File: config.mk
export PLATFORM = sky130hd
export DESIGN_NAME = uart_frame_parser
export DESIGN_NICKNAME = d
export VERILOG_FILES = /design/src/rtl/uart_frame_parser_pkg.sv /design/src/rtl/uart_frame_parser.sv
export SDC_FILE = /design/constraint.sdc
export NUM_CORES = 1
export LEC_CHECK = 0
export CAP_MARGIN = 10
export CORE_AREA = 2 2 185 169
export CTS_CLUSTER_DIAMETER = 40
export DETAILED_ROUTE_END_ITERATION = 10
export DIE_AREA = 0 0 187 171
export PLACE_DENSITY = 0.39
export SYNTH_ARGS = -nofsm -noshare
export SYNTH_HDL_FRONTEND = slang
export SYNTH_SLANG_ARGS = --single-unit
File: constraint.sdc
create_clock -name i_Clock -period 3.1 [get_ports i_Clock]
set_input_delay 0.465 -clock i_Clock [delete_from_list [all_inputs] [get_ports i_Clock]]
set_output_delay 0.465 -clock i_Clock [all_outputs]
set_load 0.05 [all_outputs]
File: src/rtl/uart_frame_parser_pkg.sv
// Shared types and constants for the UART frame parser.
// Holds FSM state encodings, frame constants and error codes.
package uart_frame_parser_pkg;

   typedef enum logic [2:0] {
      IDLE        = 3'd0,
      GET_LEN     = 3'd1,
      GET_PAYLOAD = 3'd2,
      GET_CHK     = 3'd3,
      HOLD        = 3'd4
   } state_t;

   localparam logic [7:0] SOF     = 8'hA5;
   localparam int         MAX_LEN = 16;

   localparam logic [1:0] ERR_NONE = 2'd0;
   localparam logic [1:0] ERR_LEN  = 2'd1;
   localparam logic [1:0] ERR_CHK  = 2'd2;
   localparam logic [1:0] ERR_TO   = 2'd3;

   function automatic logic len_ok(input logic [7:0] len);
      return (len != 8'd0) && (len <= 8'(MAX_LEN));
   endfunction

endpackage

File: src/rtl/uart_frame_parser.sv
// Parses SOF/LEN/payload/CHK frames from a UART byte stream and holds
// a verified payload until the consumer acknowledges it.
// Ports:
//   i_Clock, i_Reset (async, active-high)
//   i_RX_DV, i_RX_Byte : byte strobe and data from the UART receiver
//   i_Frame_Ack        : releases a held frame
//   i_Rd_Addr/o_Rd_Data: combinational payload buffer read port
//   o_Frame_Ready, o_Frame_Len : held-frame status
//   o_Busy             : frame reception in progress
//   o_Err, o_Err_Code  : one-cycle error pulse and sticky cause
module uart_frame_parser
   import uart_frame_parser_pkg::*;
#(
   parameter int TIMEOUT_CLKS = 4160
) (
   input  logic       i_Clock,
   input  logic       i_Reset,
   input  logic       i_RX_DV,
   input  logic [7:0] i_RX_Byte,
   input  logic       i_Frame_Ack,
   input  logic [3:0] i_Rd_Addr,
   output logic [7:0] o_Rd_Data,
   output logic       o_Frame_Ready,
   output logic [4:0] o_Frame_Len,
   output logic       o_Busy,
   output logic       o_Err,
   output logic [1:0] o_Err_Code
);

   localparam int TW = $clog2(TIMEOUT_CLKS + 1);

   state_t        state;
   logic [7:0]    buffer [MAX_LEN];
   logic [4:0]    len;
   logic [3:0]    idx;
   logic [7:0]    sum;
   logic [TW-1:0] to_cnt;
   logic [7:0]    chk_sum;
   logic          in_frame;
   logic          to_hit;
   logic          buf_we;

   assign in_frame = (state == GET_LEN) ||
                     (state == GET_PAYLOAD) ||
                     (state == GET_CHK);

   // A strobe on the terminal count still counts as a byte.
   assign to_hit  = in_frame && !i_RX_DV &&
                    (to_cnt == TW'(TIMEOUT_CLKS - 1));
   assign chk_sum = sum + i_RX_Byte;
   assign buf_we  = (state == GET_PAYLOAD) && i_RX_DV;

   assign o_Rd_Data = buffer[i_Rd_Addr];

   // Payload storage is intentionally not reset.
   always_ff @(posedge i_Clock) begin
      if (buf_we)
         buffer[idx] <= i_RX_Byte;
   end

   always_ff @(posedge i_Clock or posedge i_Reset) begin
      if (i_Reset) begin
         state         <= IDLE;
         len           <= '0;
         idx           <= '0;
         sum           <= '0;
         to_cnt        <= '0;
         o_Frame_Ready <= 1'b0;
         o_Frame_Len   <= '0;
         o_Busy        <= 1'b0;
         o_Err         <= 1'b0;
         o_Err_Code    <= ERR_NONE;
      end else begin
         o_Err <= 1'b0;

         if (in_frame && !i_RX_DV)
            to_cnt <= to_cnt + TW'(1);
         else
            to_cnt <= '0;

         if (to_hit) begin
            state      <= IDLE;
            o_Busy     <= 1'b0;
            o_Err      <= 1'b1;
            o_Err_Code <= ERR_TO;
         end else begin
            unique case (state)
               IDLE: begin
                  if (i_RX_DV && i_RX_Byte == SOF) begin
                     state  <= GET_LEN;
                     o_Busy <= 1'b1;
                  end
               end
               GET_LEN: begin
                  if (i_RX_DV) begin
                     if (len_ok(i_RX_Byte)) begin
                        len   <= i_RX_Byte[4:0];
                        sum   <= i_RX_Byte;
                        idx   <= '0;
                        state <= GET_PAYLOAD;
                     end else begin
                        state      <= IDLE;
                        o_Busy     <= 1'b0;
                        o_Err      <= 1'b1;
                        o_Err_Code <= ERR_LEN;
                     end
                  end
               end
               GET_PAYLOAD: begin
                  if (i_RX_DV) begin
                     sum <= chk_sum;
                     idx <= idx + 4'd1;
                     if ({1'b0, idx} == len - 5'd1)
                        state <= GET_CHK;
                  end
               end
               GET_CHK: begin
                  if (i_RX_DV) begin
                     o_Busy <= 1'b0;
                     if (chk_sum == 8'd0) begin
                        state         <= HOLD;
                        o_Frame_Ready <= 1'b1;
                        o_Frame_Len   <= len;
                     end else begin
                        state      <= IDLE;
                        o_Err      <= 1'b1;
                        o_Err_Code <= ERR_CHK;
                     end
                  end
               end
               HOLD: begin
                  if (i_Frame_Ack) begin
                     state         <= IDLE;
                     o_Frame_Ready <= 1'b0;
                  end
               end
               default: begin
                  state  <= IDLE;
                  o_Busy <= 1'b0;
               end
            endcase
         end
      end
   end

endmodule

==> flow_metrics.py, run 1 <==
metrics = {
    "die": {
        "start_util": 0.245,
        "core_area_mm2": 0.0303,
        "io_pins": 34,
        "die_area_mm2": 0.0320,
        "fp-row-count": 61,
        "die_height_um": 171,
        "chipWidth_um": 187,
    },
    "pwr": {
        "leakage_nw": 3.17,
        "p_per_area_mw_per_mm2": 661,
        "power.total_mw": 5.99,
        "ir_drop_v": 0.000337,
    },
    "timing": {
        "max_freq_mhz": 355,
        "max_slew.worst_pin.slew_ns": 0.983,
        "hold_violations": 0,
        "rsz0062_at_grt": "no",
        "fin_crit_sh": 0.909,
        "fin_tns_setup_ns": 0,
        "setup_viol": 0,
        "maxSlewHeadroom": 0.344,
        "finalCriticalPeriod_ns": 2.82,
        "holdWs_ns": 0.478,
        "slew_viol_final": 0,
        "fin_worst_skew_ns": 0.00776,
    },
    "yosys": {
        "synth_ff_type": "edfxtp_1",
        "synth-simple-area-share": 0.0834,
        "synth_top_family_by_area": "multiplexers",
        "syn_area_mm2": 0.00744,
        "postSynthRegisterBits": 171,
        "yosysUniqueCellTypes": 54,
        "syn_avg_cell_area_um2": 16.1,
        "synthAdderAreaFrac": 0.0246,
        "yosysSeqAreaShare": 0.661,
        "synth_area_leaders": "edfxtp_1 52%, dfrtp_1 14%, mux4_2 12%",
        "syn_nets": 492,
        "async_flop_share": 0.251,
        "yosysTopAreaCell": "edfxtp_1",
        "syn_inst": 462,
        "synth_edf_count": 128,
        "synthXorXnorAreaFrac": 0.0259,
        "synth_top_area_share": 0.517,
        "synthMuxAreaShare": 0.137,
        "yosys_warnings": 0,
        "synth_compound_area_frac": 0.0466,
    },
    "final_layout": {
        "final_nets": 561,
        "layout.cells.non_filler": 953,
        "fillers": 3021,
        "area_growth_pct": 21.9,
        "final_layout_size_suffix_gt1_frac": 0.256,
        "mostFrequentLayoutCells": "128 x edfxtp_1, 43 x dfrtp_1, 41 x buf_4, 40 x mux4_2, 29 x nor2_1",
        "final_common_cell": "edfxtp_1",
        "diodes": 0,
        "stdcell_area_mm2": 0.00907,
    },
    "placed_design": {
        "dp_hpwl_um": 12500,
        "portBuffers": 33,
        "detailed_place.area_mm2": 0.00850,
        "globalplace.congestion": 0.749,
        "dp_cells": 921,
    },
    "setup_path": {
        "start_kind": "input pin",
        "path_max_fanout": 32,
        "regToRegSetupSlack_ns": 0.67,
        "worstPathRequired_ns": 2.63,
        "crit_path_end_kind": "primary output",
        "critical_path_arrival_ns": 2.35,
        "critPathKind": "in2out",
    },
    "clock_tree": {
        "clk_latency_ns": 0.43,
        "cts_buffers": 17,
        "clock_sinks": 171,
        "h-tree-depth": 4,
        "cts_root_buf": "clkbuf_16",
        "path_clk_slew_ns": 0.06,
        "cts_hold_buf": 0,
        "clk_path_buf_depth": 2,
        "cts_resized": 0,
        "cts_tree": "yes",
        "post_cts_buffers": 0,
    },
    "detailed_routing": {
        "vias_per_cell": 4.38,
        "route.detailed.drc": 0,
        "antenna_left": 0,
        "wl_um": 18400,
        "vias": 4172,
        "drtIter0Drc": 294,
        "drtPass1Iterations": 4,
        "wl_per_cell_um": 19.3,
    },
    "job": {
        "cap_viol_max_count": 0,
    },
    "global_routing": {
        "grt_max_degree": 44,
        "grt_pass1_vias": 4414,
        "grt_pass1_wl_um": 28800,
        "antenna_found_initial": 0,
        "grt-ovfl-total": 0,
        "track_usage": 0.123,
    },
    "hold_path": {
        "min_path_type": "reg2reg",
    },
    "run_status": {
        "status": "complete, no violations",
    },
}
## cell usage after synthesis, types with 9 or more instances
cell      instances
a21oi_1           9
dfrtp_1          43
edfxtp_1        128
ha_1             13
inv_1            17
mux4_2           40
nand2_1          27
nand3_1          10
nor2_1           29
nor4_1            9
o21ai_0          13
xnor2_1           9
xor2_1           13
## metrics by stage
stage / setup WS (ns) / utilization
2_1_floorplan: 0.498 / -
3_3_place_gp: -0.0371 / 0.281
3_5_place_dp: -0.0999 / 0.281
4_1_cts: 0.250 / 0.299
5_1_grt: 0.200 / 0.299
6_report: 0.283 / 0.299
## power breakdown
part           leakage (nW)  internal [mW]  switching, mW
Clock                 0.276           1.12          0.933
Combinational          1.17          0.502          0.723
Sequential             1.72           2.58          0.131
Total                  3.17           4.20           1.79
## area by class of cell
cell class,count,area [um^2],share of cell area
Multi-Input combinational cell,254,2390,0.263
Timing Repair Buffer,69,613,0.0676
Tap cell,409,512,0.0564
Sequential cell,171,4920,0.543
Clock inverter,15,141,0.0156
Inverter,18,67.6,0.00745
Clock buffer,17,425,0.0469
## logic make-up (layout without fill, tap and decap cells)
logic type,Yosys count,in the layout
simple gates,115,115
mux,51,51
buf+inv,37,119
xor+xnor,22,22
flops,171,171
fa+ha+maj,14,14
compound gates,52,52
## registers in the layout (all words and copies together) (netlist names), 2 cells and up
signal,flops
to_cnt,13
len,5
buffer,128
state,3
sum,8
o_Err_Code,2
o_Frame_Len,5
idx,4
## final timing paths
| path | startpoint | to | depth (start not counted) |
|---|---|---|---|
| max | i_Rd_Addr[1] | o_Rd_Data[5] | 5 |
| min | to_cnt[0] | to_cnt[0] | 1 |
| max reg2reg | sum[0] | o_Frame_Len[0] | 9 |
| min reg2reg | to_cnt[0] | to_cnt[0] | 1 |
| max in group asynchronous | i_Reset | to_cnt[0] | 2 |
| min in group asynchronous | i_Reset | idx[1] | 2 |
## per-layer routing
| layer | routed length, um | GRT usage |
|---|---|---|
| met5 | 0 | 0 |
| met4 | 146 | 0.0297 |
| met3 | 681 | 0.0304 |
| met2 | 8630 | 0.196 |
| met1 | 8890 | 0.169 |
## worst max-delay path, stage by stage
cell	delay (ns)
clkdlybuf4s50_1	0.51
buf_12	0.24
mux4_2	0.39
mux4_2	0.52
buf_4	0.21
Note: power is estimated with default switching activity, not from simulation.
==> inputs of run 2 (changes only) <==
--- a/config.mk
+++ b/config.mk
@@ -8,2 +8,4 @@
 export CAP_MARGIN = 10
+export CELL_PAD_IN_SITES_DETAIL_PLACEMENT = 0
+export CELL_PAD_IN_SITES_GLOBAL_PLACEMENT = 2
 export CORE_AREA = 2 2 185 169
@@ -12,3 +14,4 @@
 export DIE_AREA = 0 0 187 171
-export PLACE_DENSITY = 0.39
+export DONT_BUFFER_PORTS = 1
+export PLACE_DENSITY = 0.47
 export SYNTH_ARGS = -nofsm -noshare
--- a/constraint.sdc
+++ b/constraint.sdc
@@ -3,2 +3,2 @@
 set_output_delay 0.465 -clock i_Clock [all_outputs]
-set_load 0.05 [all_outputs]
+set_load 0.005 [all_outputs]
==> run 2 against run 1 <==
Die area unchanged; critical path depth rose by 4; final cell count fell by 5.9%; total power down 3.4%; highest routed layer unchanged; via count is 3.8% lower.
==> flow_metrics.py, run 2 (synthesis gave the netlist of run 1 again) <==
metrics = {
    "die": {
        "start_util": 0.245,
        "die_height_um": 171,
        "die_area_mm2": 0.0320,
        "chipWidth_um": 187,
        "core_area_mm2": 0.0303,
        "fp-row-count": 61,
        "io_pins": 34,
    },
    "timing": {
        "hold_violations": 0,
        "setup_viol": 0,
        "fin_tns_setup_ns": 0,
        "max_slew.worst_pin.slew_ns": 0.980,
        "rsz0062_at_grt": "no",
        "slew_viol_final": 0,
        "max_freq_mhz": 411,
        "finalCriticalPeriod_ns": 2.43,
        "fin_worst_skew_ns": 0.0110,
        "maxSlewHeadroom": 0.347,
        "fin_crit_sh": 0.784,
    },
    "setup_path": {
        "cp_cell_sequence": "ha_1 > inv_1 > fa_1 > nor2b_1 > o31a_1 > nor4b_2 > a211oi_2 > nand4_4 > mux2_2",
        "regToRegSetupSlack_ns": 0.67,
        "max_stage_delay_ns": 0.39,
        "cp_num_buf_inv": 1,
        "start_kind": "flop",
        "crit_path_end_kind": "flop",
        "slowest_stage": "fa_1",
        "worstPathRequired_ns": 3.42,
        "cpLargestDelayFamily": "adder cells",
        "reg2reg_from": "sum[0]",
        "critPathKind": "reg2reg",
        "setup.worst_path.start": "sum[0]",
        "critical_path_arrival_ns": 2.75,
        "path_max_fanout": 7,
    },
    "clock_tree": {
        "cts_buffers": 17,
        "clk_path_buf_depth": 2,
        "cts_hold_buf": 0,
        "cts_resized": 0,
        "clock_sinks": 171,
        "cts_root_buf": "clkbuf_16",
        "post_cts_buffers": 0,
        "clk_latency_ns": 0.43,
        "h-tree-depth": 4,
        "cts_tree": "yes",
        "path_clk_slew_ns": 0.07,
    },
    "global_routing": {
        "track_usage": 0.120,
        "grt_pass1_vias": 4265,
        "grt-ovfl-total": 0,
        "antenna_found_initial": 0,
        "grt_pass1_wl_um": 27700,
        "grt_max_degree": 44,
    },
    "placed_design": {
        "dp_hpwl_um": 11900,
        "portBuffers": 0,
        "globalplace.congestion": 0.680,
    },
    "final_layout": {
        "final_nets": 505,
        "regMostFlops": "buffer",
        "largest_registers": "buffer (128), to_cnt (13), sum (8)",
        "final_common_cell": "edfxtp_1",
        "area_growth_pct": 15.3,
        "final_layout_size_suffix_gt1_frac": 0.219,
        "fillers": 3019,
        "regArea_mm2": 0.00492,
        "largest_register_ffs": 128,
        "diodes": 0,
        "mostFrequentLayoutCells": "128 x edfxtp_1, 43 x dfrtp_1, 40 x mux4_2, 29 x nor2_1, 27 x nand2_1",
        "multiInputGateArea_mm2": 0.00239,
    },
    "run_status": {
        "status": "complete, no violations",
    },
    "detailed_routing": {
        "wl_per_cell_um": 20.1,
        "vias": 4013,
        "drtIter0Drc": 291,
        "antenna_left": 0,
        "route.detailed.drc": 0,
        "drtPass1Iterations": 4,
        "vias_per_cell": 4.47,
        "wl_um": 18000,
    },
    "pwr": {
        "ir_drop_v": 0.000427,
        "power.total_mw": 5.79,
        "p_per_area_mw_per_mm2": 675,
        "leakage_nw": 2.92,
    },
    "job": {
        "cap_viol_max_count": 0,
    },
    "hold_path": {
        "min_path_type": "in2async",
    },
}
[run 2: path summary, 6_finish.rpt]
kind | to | depth (start not counted)
worst max-delay path | o_Frame_Len[1] | 9
worst min-delay path | idx[2] | 1
worst max register to register | o_Frame_Len[1] | 9
worst min register to register | to_cnt[0] | 1
max in group asynchronous | state[1] | 1
min in group i_Clock | buffer[13][2] | 0
[run 2: metal layers]
layer	GRT usage	vias up	routed length, um
li1	-	1804	-
met2	0.193	65	8490
met3	0.0299	17	613
met4	0.0366	0	213
met5	0	-	0
met1	0.161	2127	8730
[run 2: area by class of cell]
class                      count  area share
inverter                      18     0.00788
multi-input combinational    254       0.278
clock buffer                  19      0.0505
sequential                   171       0.574
tap                          409      0.0597
timing repair buffer          13      0.0114
clock inverter                13      0.0185
[run 2: metrics by stage]
stage | cells | util | instance area [um^2] | worst slack [ns] | hold WS (ns)
6_report | 897 | 0.283 | 8580 | 0.669 | 0.125
5_1_grt | 897 | 0.283 | 8580 | 0.519 | 0.0963
4_1_cts | 897 | 0.283 | 8580 | 0.662 | 0.100
3_5_place_dp | 865 | 0.264 | 7990 | 0.550 | 0.455
3_3_place_gp | 865 | 0.264 | 7990 | 0.565 | 0.452
2_1_floorplan | 462 | - | 7440 | 0.657 | 0.433
[run 2: power by group]
group / internal, mW / switching [mW] / leakage [nW] / total (mW)
registers: 2.58 / 0.138 / 1.72 / 2.72
logic: 0.383 / 0.523 / 0.911 / 0.906
clock network: 1.21 / 0.949 / 0.288 / 2.16
